--- src/rtl/seven_seg_arbiter.sv ---
// Round-robin arbiter that time-shares the 32-bit seven-segment display word
// between NUM_REQ requesters, with a minimum hold time per grant.
module seven_seg_arbiter #(
    parameter int unsigned NUM_REQ     = 4,
    parameter int unsigned HOLD_CYCLES = 100_000_000,
    parameter logic [31:0] IDLE_VAL    = 32'h0000_0000
) (
    input  logic                    clk_in,
    input  logic                    rst_n_in,
    input  logic [NUM_REQ-1:0]      req_in,
    input  logic [32*NUM_REQ-1:0]   val_in,
    output logic [31:0]             val_out,
    output logic [NUM_REQ-1:0]      grant_out,
    output logic [2:0]              owner_out,
    output logic                    busy_out,
    output logic                    hold_done_out
);

    localparam int unsigned CNT_W = $clog2(HOLD_CYCLES + 1);
    localparam logic [CNT_W-1:0] HOLD_MAX = CNT_W'(HOLD_CYCLES);
    localparam logic [2:0] LAST_RST = 3'(NUM_REQ - 1);

    typedef enum logic {S_IDLE, S_OWN} state_t;

    state_t               state_q, state_d;
    logic [2:0]           owner_q, owner_d;
    logic [2:0]           last_q, last_d;
    logic [CNT_W-1:0]     cnt_q, cnt_d;
    logic [NUM_REQ-1:0]   grant_q, grant_d;
    logic [31:0]          val_q, val_d;
    logic                 busy_q, busy_d;
    logic                 hold_done_q, hold_done_d;

    logic [NUM_REQ-1:0]   others_c;
    logic                 owner_req_c;
    logic                 hold_done_c;

    // First set bit of mask in search order starting at last+1 (wrapping).
    function automatic logic [2:0] rr_pick(input logic [NUM_REQ-1:0] mask,
                                           input logic [2:0] last);
        int best;
        int d;
        logic [2:0] pick;
        best = int'(NUM_REQ);
        pick = 3'd0;
        for (int j = 0; j < int'(NUM_REQ); j++) begin
            d = j - int'(last) - 1;
            if (d < 0) d = d + int'(NUM_REQ);
            if (mask[j] && d < best) begin
                best = d;
                pick = 3'(j);
            end
        end
        return pick;
    endfunction

    assign others_c    = req_in & ~grant_q;
    assign owner_req_c = |(req_in & grant_q);
    assign hold_done_c = (cnt_q == HOLD_MAX);

    // Next-state: arbitration, hold counter and registered output values.
    always_comb begin
        state_d     = state_q;
        owner_d     = owner_q;
        last_d      = last_q;
        cnt_d       = cnt_q;
        grant_d     = '0;
        val_d       = IDLE_VAL;
        busy_d      = 1'b0;
        hold_done_d = 1'b0;

        case (state_q)
            S_IDLE: begin
                if (|req_in) begin
                    state_d = S_OWN;
                    owner_d = rr_pick(req_in, last_q);
                    last_d  = owner_d;
                    cnt_d   = '0;
                end
            end
            S_OWN: begin
                if (!owner_req_c) begin
                    // Releasing owner's req is already low, so it is excluded.
                    if (|req_in) begin
                        owner_d = rr_pick(req_in, last_q);
                        last_d  = owner_d;
                        cnt_d   = '0;
                    end else begin
                        state_d = S_IDLE;
                        owner_d = 3'd0;
                        cnt_d   = '0;
                    end
                end else if (hold_done_c) begin
                    if (|others_c) begin
                        owner_d = rr_pick(others_c, last_q);
                        last_d  = owner_d;
                        cnt_d   = '0;
                    end
                end else begin
                    cnt_d = cnt_q + CNT_W'(1);
                end
            end
            default: begin
                state_d = S_IDLE;
                owner_d = 3'd0;
                cnt_d   = '0;
            end
        endcase

        if (state_d == S_OWN) begin
            busy_d      = 1'b1;
            hold_done_d = (cnt_d == HOLD_MAX);
            for (int i = 0; i < int'(NUM_REQ); i++) begin
                if (owner_d == 3'(i)) begin
                    grant_d[i] = 1'b1;
                    val_d      = val_in[32*i +: 32];
                end
            end
        end
    end

    always_ff @(posedge clk_in) begin
        if (!rst_n_in) begin
            state_q     <= S_IDLE;
            owner_q     <= 3'd0;
            last_q      <= LAST_RST;
            cnt_q       <= '0;
            grant_q     <= '0;
            val_q       <= IDLE_VAL;
            busy_q      <= 1'b0;
            hold_done_q <= 1'b0;
        end else begin
            state_q     <= state_d;
            owner_q     <= owner_d;
            last_q      <= last_d;
            cnt_q       <= cnt_d;
            grant_q     <= grant_d;
            val_q       <= val_d;
            busy_q      <= busy_d;
            hold_done_q <= hold_done_d;
        end
    end

    assign val_out       = val_q;
    assign grant_out     = grant_q;
    assign owner_out     = owner_q;
    assign busy_out      = busy_q;
    assign hold_done_out = hold_done_q;

endmodule

--- config.mk ---
export PLATFORM = sky130hd
export DESIGN_NAME = seven_seg_arbiter
export DESIGN_NICKNAME = d
export VERILOG_FILES = /design/src/rtl/seven_seg_arbiter.sv
export SDC_FILE = /design/constraint.sdc
export NUM_CORES = 1
export LEC_CHECK = 0
export BUFFER_PORTS_ARGS = -buffer_cell sky130_fd_sc_hd__clkbuf_2
export CAP_MARGIN = 20
export CORE_ASPECT_RATIO = 1.4
export CORE_UTILIZATION = 30
export DETAILED_ROUTE_END_ITERATION = 7
export PLACE_DENSITY = 0.57
export RECOVER_POWER = 50
export SLEW_MARGIN = 20
export SYNTH_ARGS = -nofsm -noshare
export SYNTH_HDL_FRONTEND = slang
export SYNTH_SLANG_ARGS = --single-unit
--- constraint.sdc ---
create_clock -name clk_in -period 8.3 [get_ports clk_in]
set_input_delay 0.415 -clock clk_in [delete_from_list [all_inputs] [get_ports clk_in]]
set_output_delay 0.415 -clock clk_in [all_outputs]
set_load 0.1 [all_outputs]
After elaboration in Yosys (flattened, before gate mapping)
Cells that the tools add are included.
W data, S select, Z words.
- output and inout bits: 41
- bits of input ports: 134
- bits in registers: 72
- logic and storage cells: 178
- add/subtract/negate cells: 13
- magnitude comparators: 16
- bitwise gates (word level): 4
- reduce and logical (&&, ||, !) cells: 18
- multiplexer cells: 110
- equal/unequal tests: 9
- operators with widths (kind ; number):
    $mux W32 ; 76
    $lt A32 B32 Y1 ; 9
    $mux W27 ; 4
    $lt A32 B4 Y1 const B ; 3
    $eq A27 B27 Y1 const B ; 2
    $pmux W27 S2 ; 1
    $mux W3 ; 16
    $add A27 B1 Y27 const B ; 1
    $add A5 B4 Y6 const B ; 4
    $lt A5 B1 Y1 const B ; 4
    $sub A4 B2 Y5 const B ; 4
    $logic_and A1 B1 Y1 ; 12
    $pmux W3 S2 ; 2
    $reduce_or A4 Y1 ; 3
    $mux W1 ; 10
    $and A4 B4 Y4 ; 2
    $sub A1 B3 Y4 const A ; 2
    $sub A2 B3 Y4 const A ; 2
    $eq A3 B2 Y1 const B ; 2
    $ne A3 B2 Y1 const B ; 2
    $not A4 Y4 ; 1
    $reduce_and A4 Y1 ; 1
    $eq A3 B1 Y1 const B ; 1
    $logic_not A3 Y1 ; 1
    5 further kinds ; 5

Longest topological paths before layout
Gate-level depths: netlist of the first run.
- depth in word-level cells: 41
- depth in mapped cells: 34
- gate-level depth less buffers: 29

Worst setup path before layout of the first run
No wires, ideal clock.
- path type: register to register
- start point: reg last_q[0]
- end point: reg val_q[10], in the netlist val_out[10]
- setup slack: 1.803 ns
- stages on the path, launching flop included: 33
- setup time: 0.132 ns
- path buffers: 5
- data required time: 8.168 ns
- clock period less this slack: 6.497 ns
- arrival: 6.365 ns
- cell sequence: dfxtp_1 -> clkbuf_1 -> inv_1 -> ha_1 -> ha_1 -> or2b_1 -> or3_1 -> ha_1 -> a21oi_1 -> o311ai_0 -> or3_1 -> clkbuf_1 -> nor2_1 -> a21oi_1 -> ha_1 -> or4b_2 -> a21oi_1 -> a21o_1 -> a41oi_1 -> nand2_1 -> o21ai_0 -> ha_1 -> a21o_1 -> a311oi_1 -> or3_1 -> o211a_2 -> a211o_1 -> buf_6 -> and3_1 -> buf_6 -> buf_6 -> nand2_1 -> a21oi_1
- word-level cells in the longest chain between the ends: 41
- elaborated cells on any way between the ends: 135
- classes of those cells: add/sub (12); order compare (16); eq/ne (3); mux (91); reduce/logical (13)
- ends and longest elaborated chain (element ; RTL line ; RTL):
    from (decl) ; 27 ; logic [2:0] last_q, last_d;
    from (signal assigned) ; 135 ; last_q <= last_d;
    $sub A1 B3 Y4 ; 47 ; d = j - int'(last) - 1;
    $sub A4 B2 Y5 ; 47 ;
    $add A5 B4 Y6 or $lt A5 B1 Y1 (tied branches) ; 48 ; if (d < 0) d = d + int'(NUM_REQ);
    $mux W32 ; 48 ;
    $mux W32 ; 94 ; if (|others_c) begin
    $mux W32 ; 93 ; end else if (hold_done_c) begin
    $mux W32 ; 82 ; if (!owner_req_c) begin
    $mux W32 ; 72 ; case (state_q)
    [... 23 more ...] ; - ;
    $mux W3 ; 49 ; if (mask[j] && d < best) begin
    $mux W3 ; 94 ;
    $mux W3 ; 93 ;
    $mux W3 ; 82 ;
    $pmux W3 S2 * ; 72 ;
    $logic_not A3 Y1 ; 114 ; if (owner_d == 3'(i)) begin
    $mux W32 (3 in a row) ; 114 ;
    $mux W32 * ; 114 ;
    to (signal assigned) ; 138 ; val_q <= val_d;
    to (decl) ; 30 ; logic [31:0] val_q, val_d;
Every way passes the cells marked *; elsewhere a longest branch is shown, timed or not. The select of a mux whose other input is x is not followed.
A chain may end at the register's enable or synchronous reset.

Worst setup path in the final report of the first run
- start point: reg last_q[0]
- end point: reg val_q[8], in the netlist val_out[8]
The elaborated chain is that of the path after synthesis.

==> results of run 1 <==
## power breakdown
part | switching [mW] | internal (mW) | total, mW
Sequential | 0.0366 | 0.420 | 0.457
Combinational | 1.52 | 0.684 | 2.20
Clock | 0.148 | 0.248 | 0.396
## path summary, 6_finish.rpt
path                            depth (start not counted)                      to
worst max-delay path                                   28   val_out[8]$_SDFF_PN0_
worst max register to register                         28   val_out[8]$_SDFF_PN0_
worst min-delay path                                    3  val_out[21]$_SDFF_PN0_
worst min register to register                          2    cnt_q[10]$_SDFF_PN0_
## per-layer routing
layer	global-route usage	up-vias
met3	0.04558	44
met4	0.1062	0
met5	0	-
met1	0.2201	2539
li1	-	2752
met2	0.3673	185
## flip-flops by register name, indices dropped and copies added, names as in the netlist
signal and cells:
cnt_q 27, last_q 2, state_q 1, val_out 32
hold_done_out 1, grant_out 4, owner_out 3
## cells in the mapped netlist, types with 3 or more instances
| cell type | n |
|---|---|
| o22ai_1 | 3 |
| nand4_1 | 42 |
| dfxtp_1 | 70 |
| or4_1 | 3 |
| o21a_1 | 4 |
| and3_1 | 7 |
| ha_1 | 33 |
| o21ai_1 | 9 |
| a21o_1 | 5 |
| and4_1 | 4 |
| nor2b_1 | 10 |
| a21oi_1 | 54 |
| o21ai_0 | 65 |
| nand2_1 | 75 |
| o221ai_1 | 3 |
| inv_1 | 21 |
| or3_1 | 6 |
| nor2_1 | 30 |
| or2_2 | 3 |
| nor3b_1 | 7 |
| a31oi_1 | 6 |
| buf_2 | 10 |
| nand2b_1 | 11 |
| o2bb2ai_1 | 31 |
| clkbuf_1 | 29 |
| buf_6 | 5 |
| nand3_1 | 18 |
| nor3_1 | 6 |
| o31ai_1 | 6 |
| nor4_1 | 9 |
| and2_1 | 24 |
## area by class of cell
class,instances,area [um2],share of cell area
clock buffers,11,252.7,0.04056
clock inverters,5,57.56,0.009237
inverters,21,78.83,0.01265
multi-input cells,523,3306,0.5305
flip-flops and latches,70,1401,0.2249
well taps,199,249.0,0.03996
repair buffers,184,885.9,0.1422
## cells by family (layout without fill, tap and decap cells)
logic type | count (synthesis) | in the layout | share of synthesized area
and+or+nand+nor | 267 | 267 | 0.2911
DFF | 70 | 70 | 0.2796
muxes | 2 | 2 | 0.004992
adders and majority gates | 33 | 33 | 0.08238
buffers and inverters | 65 | 221 | 0.05866
xor gates and xnor gates | 3 | 3 | 0.005243
AOI/OAI and AO/OA | 216 | 216 | 0.2773
other | 1 | 2 | 0.0007482
## worst register-to-register path, delay by kind of cell, from the launching register on
kind            cells  cell delay, ns
compound gates     11            1.50
fa+ha+maj           5            1.44
buf+inv             2            0.52
flops               1            0.66
simple gates       10            3.13
## through the flow
stage	hold slack, ns	util
2_1_floorplan	0.5005	-
3_3_place_gp	0.5433	0.3692
3_5_place_dp	0.5497	0.3693
4_1_cts	0.2884	0.3884
5_1_grt	0.2950	0.3837
6_report	0.2965	0.3837
==> flow_metrics.env, run 1 <==
export IMPL_tightest_slew_ns=1.692
export IMPL_holdBufCountCts=0
export IMPL_power_density_nw_per_um2=490.1
export IMPL_path_buf_inv=2
export IMPL_grt_max_degree=37
export IMPL_fillCellCount=1771
export IMPL_ios=175
export IMPL_min_from="val_in[117]"
export IMPL_crit_start="last_q[0]$_SDFFE_PN1P_"
export IMPL_synth_top_cell_area_share=0.2796
export IMPL_clock_root_buffer="clkbuf_16"
export IMPL_cp_start_kind="flop"
export IMPL_numCtsBuffers=9
export IMPL_met3_length_mm=1.010
export IMPL_ys_warn_count=0
export IMPL_htreeDepth=3
export IMPL_cts_setup_buffers=0
export IMPL_via_count=5520
export IMPL_initial_utilization=0.3086
export IMPL_synth_edf_count=0
export IMPL_p_leak_nw=2.558
export IMPL_grt_ovfl_total=0
export IMPL_ant_nets=0
export IMPL_yosys_top_cells_area="dfxtp_1 (28%), ha_1 (8.2%), o21ai_0 (6.5%)"
export IMPL_async_flop_share=0
export IMPL_dieArea_um2=17240
export IMPL_die_w_um=111.2
export IMPL_slowest_delay_ns=0.66
export IMPL_path_clk_slew_ns=0.06
export IMPL_grt_use_total=0.2029
export IMPL_cts_sinks=70
export IMPL_highest_layer="met4"
export IMPL_hold_violations=0
export IMPL_instances_no_fill=1013
export IMPL_rsz0062_at_grt="false"
export IMPL_wl_mm=17.15
export IMPL_setup_viol=0
export IMPL_cts_max_path_buffers=2
export IMPL_port_buffers=174
export IMPL_dp_slack_ns=0.9617
export IMPL_violations="DRC, capacitance limit, slew limit"
export IMPL_worst_ep_arrival_time_ns=7.58
export IMPL_drc_errors=2
export IMPL_drive_gt1_frac=0.2064
export IMPL_max_freq_mhz=136.3
export IMPL_cts_tree="done"
export IMPL_crit_type="flop to flop"
export IMPL_place_area_um2=5998
export IMPL_row_count=55
export IMPL_fp_dieH_um=154.9
export IMPL_r2r_start="last_q[0]$_SDFFE_PN1P_"
export IMPL_avgSynthCellArea_um2=7.629
export IMPL_final_common_cell="clkbuf_2"
export IMPL_netlist_instances=657
export IMPL_fin_area_um2=6231
export IMPL_required_ns=8.55
export IMPL_synthFlopType="dfxtp_1"
export IMPL_syn_cell_area_um2=5012
export IMPL_drt_iter0_drc=224
export IMPL_finalMaxSlewViolations=36
export IMPL_syn_to_final_growth_pct=24.31
export IMPL_grt_pass1_wl_mm=27.94
export IMPL_path_max_fanout=31
export IMPL_yosysTopAreaCell="dfxtp_1"
export IMPL_dr_pass1_iters=7
export IMPL_wl_met1_mm=6.739
export IMPL_wl_per_cell_um=16.93
export IMPL_dp_cells=997
export IMPL_max_slew_margin=-0.1278
export IMPL_timing_final_crit_share=0.8840
export IMPL_wl_met2_mm=8.668
export IMPL_end_kind="flop"
export IMPL_status="finished, violations left"
export IMPL_layout_common_cells="clkbuf_2 (132), nand2_1 (74), dfxtp_1 (70), o21ai_0 (64), a21oi_1 (54)"
export IMPL_finClkSkew_ns=0.006826
export IMPL_holdCritPathClass="input port to flop"
export IMPL_via_per_inst=5.449
export IMPL_rrSetupSlack_ns=0.96
export IMPL_clk_latency_ns=0.34
export IMPL_critPathTopFamily="simple AND/OR/NAND/NOR gates"
export IMPL_tns_ns=0
export IMPL_gp_congestion=0.9016
export IMPL_drv_cap=1
export IMPL_synth_cell_types=66
export IMPL_nets=976
export IMPL_synth_seq_area_share=0.2796
export IMPL_period_needed_ns=7.337
export IMPL_grt_antenna_before_repair=0
export IMPL_ir_drop_mv=0.3356
export IMPL_ys_ff_latch=70
export IMPL_core_area_um2=16240
export IMPL_cts_resized=0
export IMPL_diodes=0
export IMPL_worst_slack_ns=0.9628
export IMPL_grt_pass1_vias=5528
export IMPL_power_total_mw=3.054
export IMPL_dpl_hpwl_mm=13.09
export IMPL_cp_slowest_cell="dfxtp_1"
Note: power is estimated with default switching activity, not from simulation.
==> inputs of run 2 (changes only) <==
==> constraint.sdc (replaced) <==
create_clock -name clk_in -period 9.3 [get_ports clk_in]
set_input_delay 0.465 -clock clk_in [delete_from_list [all_inputs] [get_ports clk_in]]
set_output_delay 0.465 -clock clk_in [all_outputs]
set_load 0.1 [all_outputs]
==> flow_metrics.env, run 2 (synthesized netlist as in run 1, its figures left out) <==
export IMPL_diodes=0
export IMPL_ant_nets=0
export IMPL_ir_drop_mv=0.2024
export IMPL_drt_iter0_drc=338
export IMPL_grt_max_degree=37
export IMPL_swShare=0.5555
export IMPL_dr_pass1_iters=7
export IMPL_wl_per_cell_um=17.32
export IMPL_drive_gt1_frac=0.2054
export IMPL_slowest_delay_ns=0.65
export IMPL_syn_to_final_growth_pct=24.39
export IMPL_cts_setup_buffers=0
export IMPL_numCtsBuffers=9
export IMPL_core_area_um2=16240
export IMPL_holdBufCountCts=0
export IMPL_crit_type="flop to flop"
export IMPL_largest_register_ff_count=32
export IMPL_p_leak_nw=2.567
export IMPL_dpl_hpwl_mm=13.22
export IMPL_path_buf_inv=2
export IMPL_grt_pass1_vias=5516
export IMPL_tightest_slew_ns=1.633
export IMPL_grt_pass1_wl_mm=27.99
export IMPL_top_usage_layer="met2"
export IMPL_grt_use_total=0.2036
export IMPL_via_per_inst=5.490
export IMPL_cts_max_path_buffers=2
export IMPL_grt_util_met1=0.2201
export IMPL_rsz0062_at_grt="false"
export IMPL_max_slew_margin=-0.08856
export IMPL_hold_violations=0
export IMPL_max_freq_mhz=127.6
export IMPL_dieArea_um2=17240
export IMPL_port_buffers=174
export IMPL_grtUsageMet3=0.04597
export IMPL_via_count=5556
export IMPL_power_frac_comb=0.717
export IMPL_drv_cap=1
export IMPL_cts_resized=0
export IMPL_p_clk_frac=0.134
export IMPL_path_clk_slew_ns=0.06
export IMPL_htreeDepth=3
export IMPL_power_density_nw_per_um2=438.7
export IMPL_holdCritPathClass="input port to flop"
export IMPL_worst_ep_arrival_time_ns=7.98
export IMPL_die_w_um=111.2
export IMPL_final_common_cell="clkbuf_2"
export IMPL_gp_congestion=0.8773
export IMPL_dp_slack_ns=1.534
export IMPL_cts_sinks=70
export IMPL_status="finished, violations left"
export IMPL_nets=975
export IMPL_switchingPower_mw=1.519
export IMPL_power_total_mw=2.735
export IMPL_grt_antenna_before_repair=0
export IMPL_fp_dieH_um=154.9
export IMPL_period_needed_ns=7.840
export IMPL_use_met2=0.3756
export IMPL_end_kind="flop"
export IMPL_tns_ns=0
export IMPL_clock_root_buffer="clkbuf_16"
export IMPL_clk_latency_ns=0.34
export IMPL_finClkSkew_ns=0.009157
export IMPL_critPathTopFamily="simple AND/OR/NAND/NOR gates"
export IMPL_initial_utilization=0.3086
export IMPL_drc_errors=2
export IMPL_setup_viol=0
export IMPL_finalMaxSlewViolations=36
export IMPL_cts_tree="done"
export IMPL_cp_slowest_cell="dfxtp_1"
export IMPL_violations="DRC, capacitance limit, slew limit"
export IMPL_required_ns=9.44
export IMPL_grt_ovfl_total=0
export IMPL_worst_slack_ns=1.460
export IMPL_layout_common_cells="clkbuf_2 (132), nand2_1 (74), dfxtp_1 (70), o21ai_0 (64), a21oi_1 (54)"
export IMPL_row_count=55
export IMPL_timing_final_crit_share=0.8430
export IMPL_wl_mm=17.53
export IMPL_ios=175
export IMPL_seqPwrFrac=0.149
export IMPL_cp_start_kind="flop"
export IMPL_intPower_mw=1.216
export IMPL_path_max_fanout=33
-- run 2: path summary, 6_finish.rpt --
check / start / end / slack, ns / cells after the start
min reg2reg: cnt_q[10]$_SDFF_PN0_ / cnt_q[10]$_SDFF_PN0_ / 0.57 / 2
max: last_q[0]$_SDFFE_PN1P_ / val_out[31]$_SDFF_PN0_ / 1.46 / 28
max reg2reg: last_q[0]$_SDFFE_PN1P_ / val_out[31]$_SDFF_PN0_ / 1.46 / 28
min: val_in[117] / val_out[21]$_SDFF_PN0_ / 0.35 / 3
-- run 2: power groups by stage --
stage	clock (mW)	combinational, mW	sequential, mW
2_1_floorplan	0	1.20	0.835
3_3_place_gp	0	1.95	0.413
3_5_place_dp	0	1.97	0.414
4_1_cts	0.374	1.98	0.408
5_1_grt	0.388	2.14	0.415
6_report	0.367	1.96	0.408
-- run 2: worst reg2reg max path, delay by kind of cell, from the launching register on --
kind	cells	cell delay, ns
AO/OA/AOI/OAI	12	1.96
buffers and inverters	2	0.54
flip-flops	1	0.65
AND/OR/NAND/NOR	9	3.08
adder cells (fa/ha/maj)	5	1.44
-- run 2: layout make-up --
class | instances | area, um2
Sequential cell | 70 | 1401
Inverter | 21 | 78.83
Fill cell | 1781 | 10010
Tap cell | 199 | 249.0
Clock inverter | 4 | 70.07
Multi-Input combinational cell | 523 | 3311
Timing Repair Buffer | 183 | 878.3
Clock buffer | 12 | 246.5
-- run 2: through the flow --
stage / hold slack (ns) / utilization / cell area, um2 / instances
after global routing: 0.3600 / 0.3839 / 6235 / 1012
after global placement: 0.5480 / 0.3687 / 5988 / 996
after floorplan: 0.5005 / - / 5016 / 658
after CTS: 0.3449 / 0.3884 / 6309 / 1012
after detailed placement: 0.5526 / 0.3690 / 5992 / 996
final: 0.3525 / 0.3839 / 6235 / 1012
-- run 2: metal layers --
metal / part of all wire / vias to the layer above
met5: 0 / -
met4: 0.036 / 0
met3: 0.062 / 44
met2: 0.51 / 192
met1: 0.39 / 2568
li1: - / 2752
==> inputs of run 3 (changes only) <==
==> constraint.sdc (replaced) <==
create_clock -name clk_in -period 7.5 [get_ports clk_in]
set_input_delay 0.375 -clock clk_in [delete_from_list [all_inputs] [get_ports clk_in]]
set_output_delay 0.375 -clock clk_in [all_outputs]
set_load 0.1 [all_outputs]
==> flow_metrics.env, run 3 (synthesized netlist as in run 1, its figures left out) <==
export IMPL_status="finished, violations left"
export IMPL_violations="DRC, capacitance limit, slew limit"
export IMPL_numCtsBuffers=9
export IMPL_wl_mm=17.34
export IMPL_fp_dieH_um=154.9
export IMPL_rrSetupSlack_ns=0.76
export IMPL_tns_ns=0
export IMPL_finalMaxSlewViolations=36
export IMPL_max_slew_margin=-0.1359
export IMPL_seqPwrFrac=0.146
export IMPL_intPower_mw=1.525
export IMPL_power_frac_comb=0.720
export IMPL_cp_slowest_cell="or4b_2"
export IMPL_cp_start_kind="flop"
export IMPL_max_freq_mhz=148.3
export IMPL_final_common_cell="clkbuf_2"
export IMPL_wl_per_cell_um=17.08
export IMPL_cts_setup_buffers=0
export IMPL_r2r_cells=28
export IMPL_end_kind="flop"
export IMPL_path_max_fanout=34
export IMPL_die_w_um=111.2
export IMPL_tightest_slew_ns=1.704
export IMPL_whs_ns=0.2599
export IMPL_drive_gt1_frac=0.2059
export IMPL_switchingPower_mw=1.884
export IMPL_clk_latency_ns=0.34
export IMPL_power_density_nw_per_um2=545.1
export IMPL_finClkSkew_ns=0.007872
export IMPL_initial_utilization=0.3086
export IMPL_row_count=55
export IMPL_dr_pass1_iters=6
export IMPL_grt_antenna_before_repair=0
export IMPL_clock_root_buffer="clkbuf_16"
export IMPL_cts_max_path_buffers=2
export IMPL_via_count=5609
export IMPL_grt_ovfl_total=0
export IMPL_cts_sinks=70
export IMPL_ant_nets=0
export IMPL_drv_cap=1
export IMPL_timing_final_crit_share=0.8990
export IMPL_dieArea_um2=17240
export IMPL_diodes=0
export IMPL_grt_pass1_wl_mm=28.13
export IMPL_crit_start="last_q[1]$_SDFFE_PN1P_"
export IMPL_holdCritPathClass="input port to flop"
export IMPL_core_area_um2=16240
export IMPL_r2r_end="val_out[9]$_SDFF_PN0_"
export IMPL_crit_path_end="val_out[9]$_SDFF_PN0_"
export IMPL_p_clk_frac=0.134
export IMPL_r2r_start="last_q[1]$_SDFFE_PN1P_"
export IMPL_cts_resized=0
export IMPL_drc_errors=2
export IMPL_grt_pass1_vias=5612
export IMPL_layout_common_cells="clkbuf_2 (132), nand2_1 (75), dfxtp_1 (70), o21ai_0 (64), a21oi_1 (54)"
export IMPL_port_buffers=174
export IMPL_grt_max_degree=36
export IMPL_holdBufCountCts=0
export IMPL_crit_type="flop to flop"
export IMPL_cts_tree="done"
export IMPL_ios=175
export IMPL_p_leak_nw=2.581
export IMPL_min_from="val_in[113]"
export IMPL_ir_drop_mv=0.3168
export IMPL_path_clk_slew_ns=0.06
export IMPL_via_per_inst=5.526
export IMPL_largest_register_ff_count=32
export IMPL_required_ns=7.65
export IMPL_period_needed_ns=6.743
export IMPL_drt_iter0_drc=324
export IMPL_syn_to_final_growth_pct=24.76
export IMPL_worst_ep_arrival_time_ns=6.89
export IMPL_crit_path_frequent_cell="ha_1"
export IMPL_slowest_delay_ns=0.58
export IMPL_setup_viol=0
export IMPL_nets=978
export IMPL_hold_violations=0
export IMPL_rsz0062_at_grt="false"
export IMPL_gp_congestion=0.8982
export IMPL_htreeDepth=3
export IMPL_swShare=0.5527
export IMPL_grt_use_total=0.2038
export IMPL_dpl_hpwl_mm=13.21
[run 3: how the worst min path moves through the flow]
stage / end / slack (ns) / cells past startpoint
after global routing: val_out[17]$_SDFF_PN0_ / 0.25 / 3
after floorplan: cnt_q[10]$_SDFF_PN0_ / 0.50 / 2
after detailed placement: cnt_q[10]$_SDFF_PN0_ / 0.56 / 2
final: val_out[17]$_SDFF_PN0_ / 0.26 / 3
after CTS: val_out[17]$_SDFF_PN0_ / 0.25 / 3
after global placement: last_q[1]$_SDFFE_PN1P_ / 0.55 / 2
[run 3: critical path: cells and delay by family, from the launching register on]
family	cells	cell delay, ns
compound gates	12	1.72
buf+inv	2	0.36
fa+ha+maj	5	1.40
simple gates	9	2.69
flops	1	0.40
[run 3: per-stage QoR]
| stage | power, mW | util | setup WS, ns | cells | instance area [um2] |
|---|---|---|---|---|---|
| detailed placement | 2.975 | 0.3701 | 0.7692 | 999 | 6011 |
| finish | 3.409 | 0.3851 | 0.7574 | 1015 | 6254 |
| global placement | 2.966 | 0.3701 | 0.8485 | 999 | 6011 |
| global route | 3.662 | 0.3851 | 0.04718 | 1015 | 6254 |
| CTS | 3.440 | 0.3896 | 0.7565 | 1015 | 6327 |
| floorplan | 2.522 | - | 1.003 | 658 | 5016 |
[run 3: power groups by stage]
| stage | clock network (mW) | registers (mW) | logic, mW |
|---|---|---|---|
| finish | 0.456 | 0.497 | 2.46 |
| global route | 0.485 | 0.505 | 2.67 |
| CTS | 0.469 | 0.498 | 2.47 |
| detailed placement | 0 | 0.504 | 2.47 |
| global placement | 0 | 0.502 | 2.46 |
| floorplan | 0 | 1.04 | 1.49 |
[run 3: cell type report]
cell class / count / area (um2)
flip-flops and latches: 70 / 1401
fillers: 1769 / 9987
clock inverters: 4 / 70.07
repair buffers: 186 / 900.9
multi-input cells: 523 / 3307
inverters: 21 / 78.83
well taps: 199 / 249.0
clock buffers: 12 / 246.5
[run 3: per-layer routing]
metal | share of wire | up-vias | global-route usage | wire [um]
met2 | 0.52 | 179 | 0.3777 | 9078
met1 | 0.40 | 2642 | 0.2249 | 6877
li1 | - | 2754 | - | -
met5 | 0 | - | 0 | 0
met4 | 0.029 | 0 | 0.08816 | 498
met3 | 0.051 | 34 | 0.03935 | 881
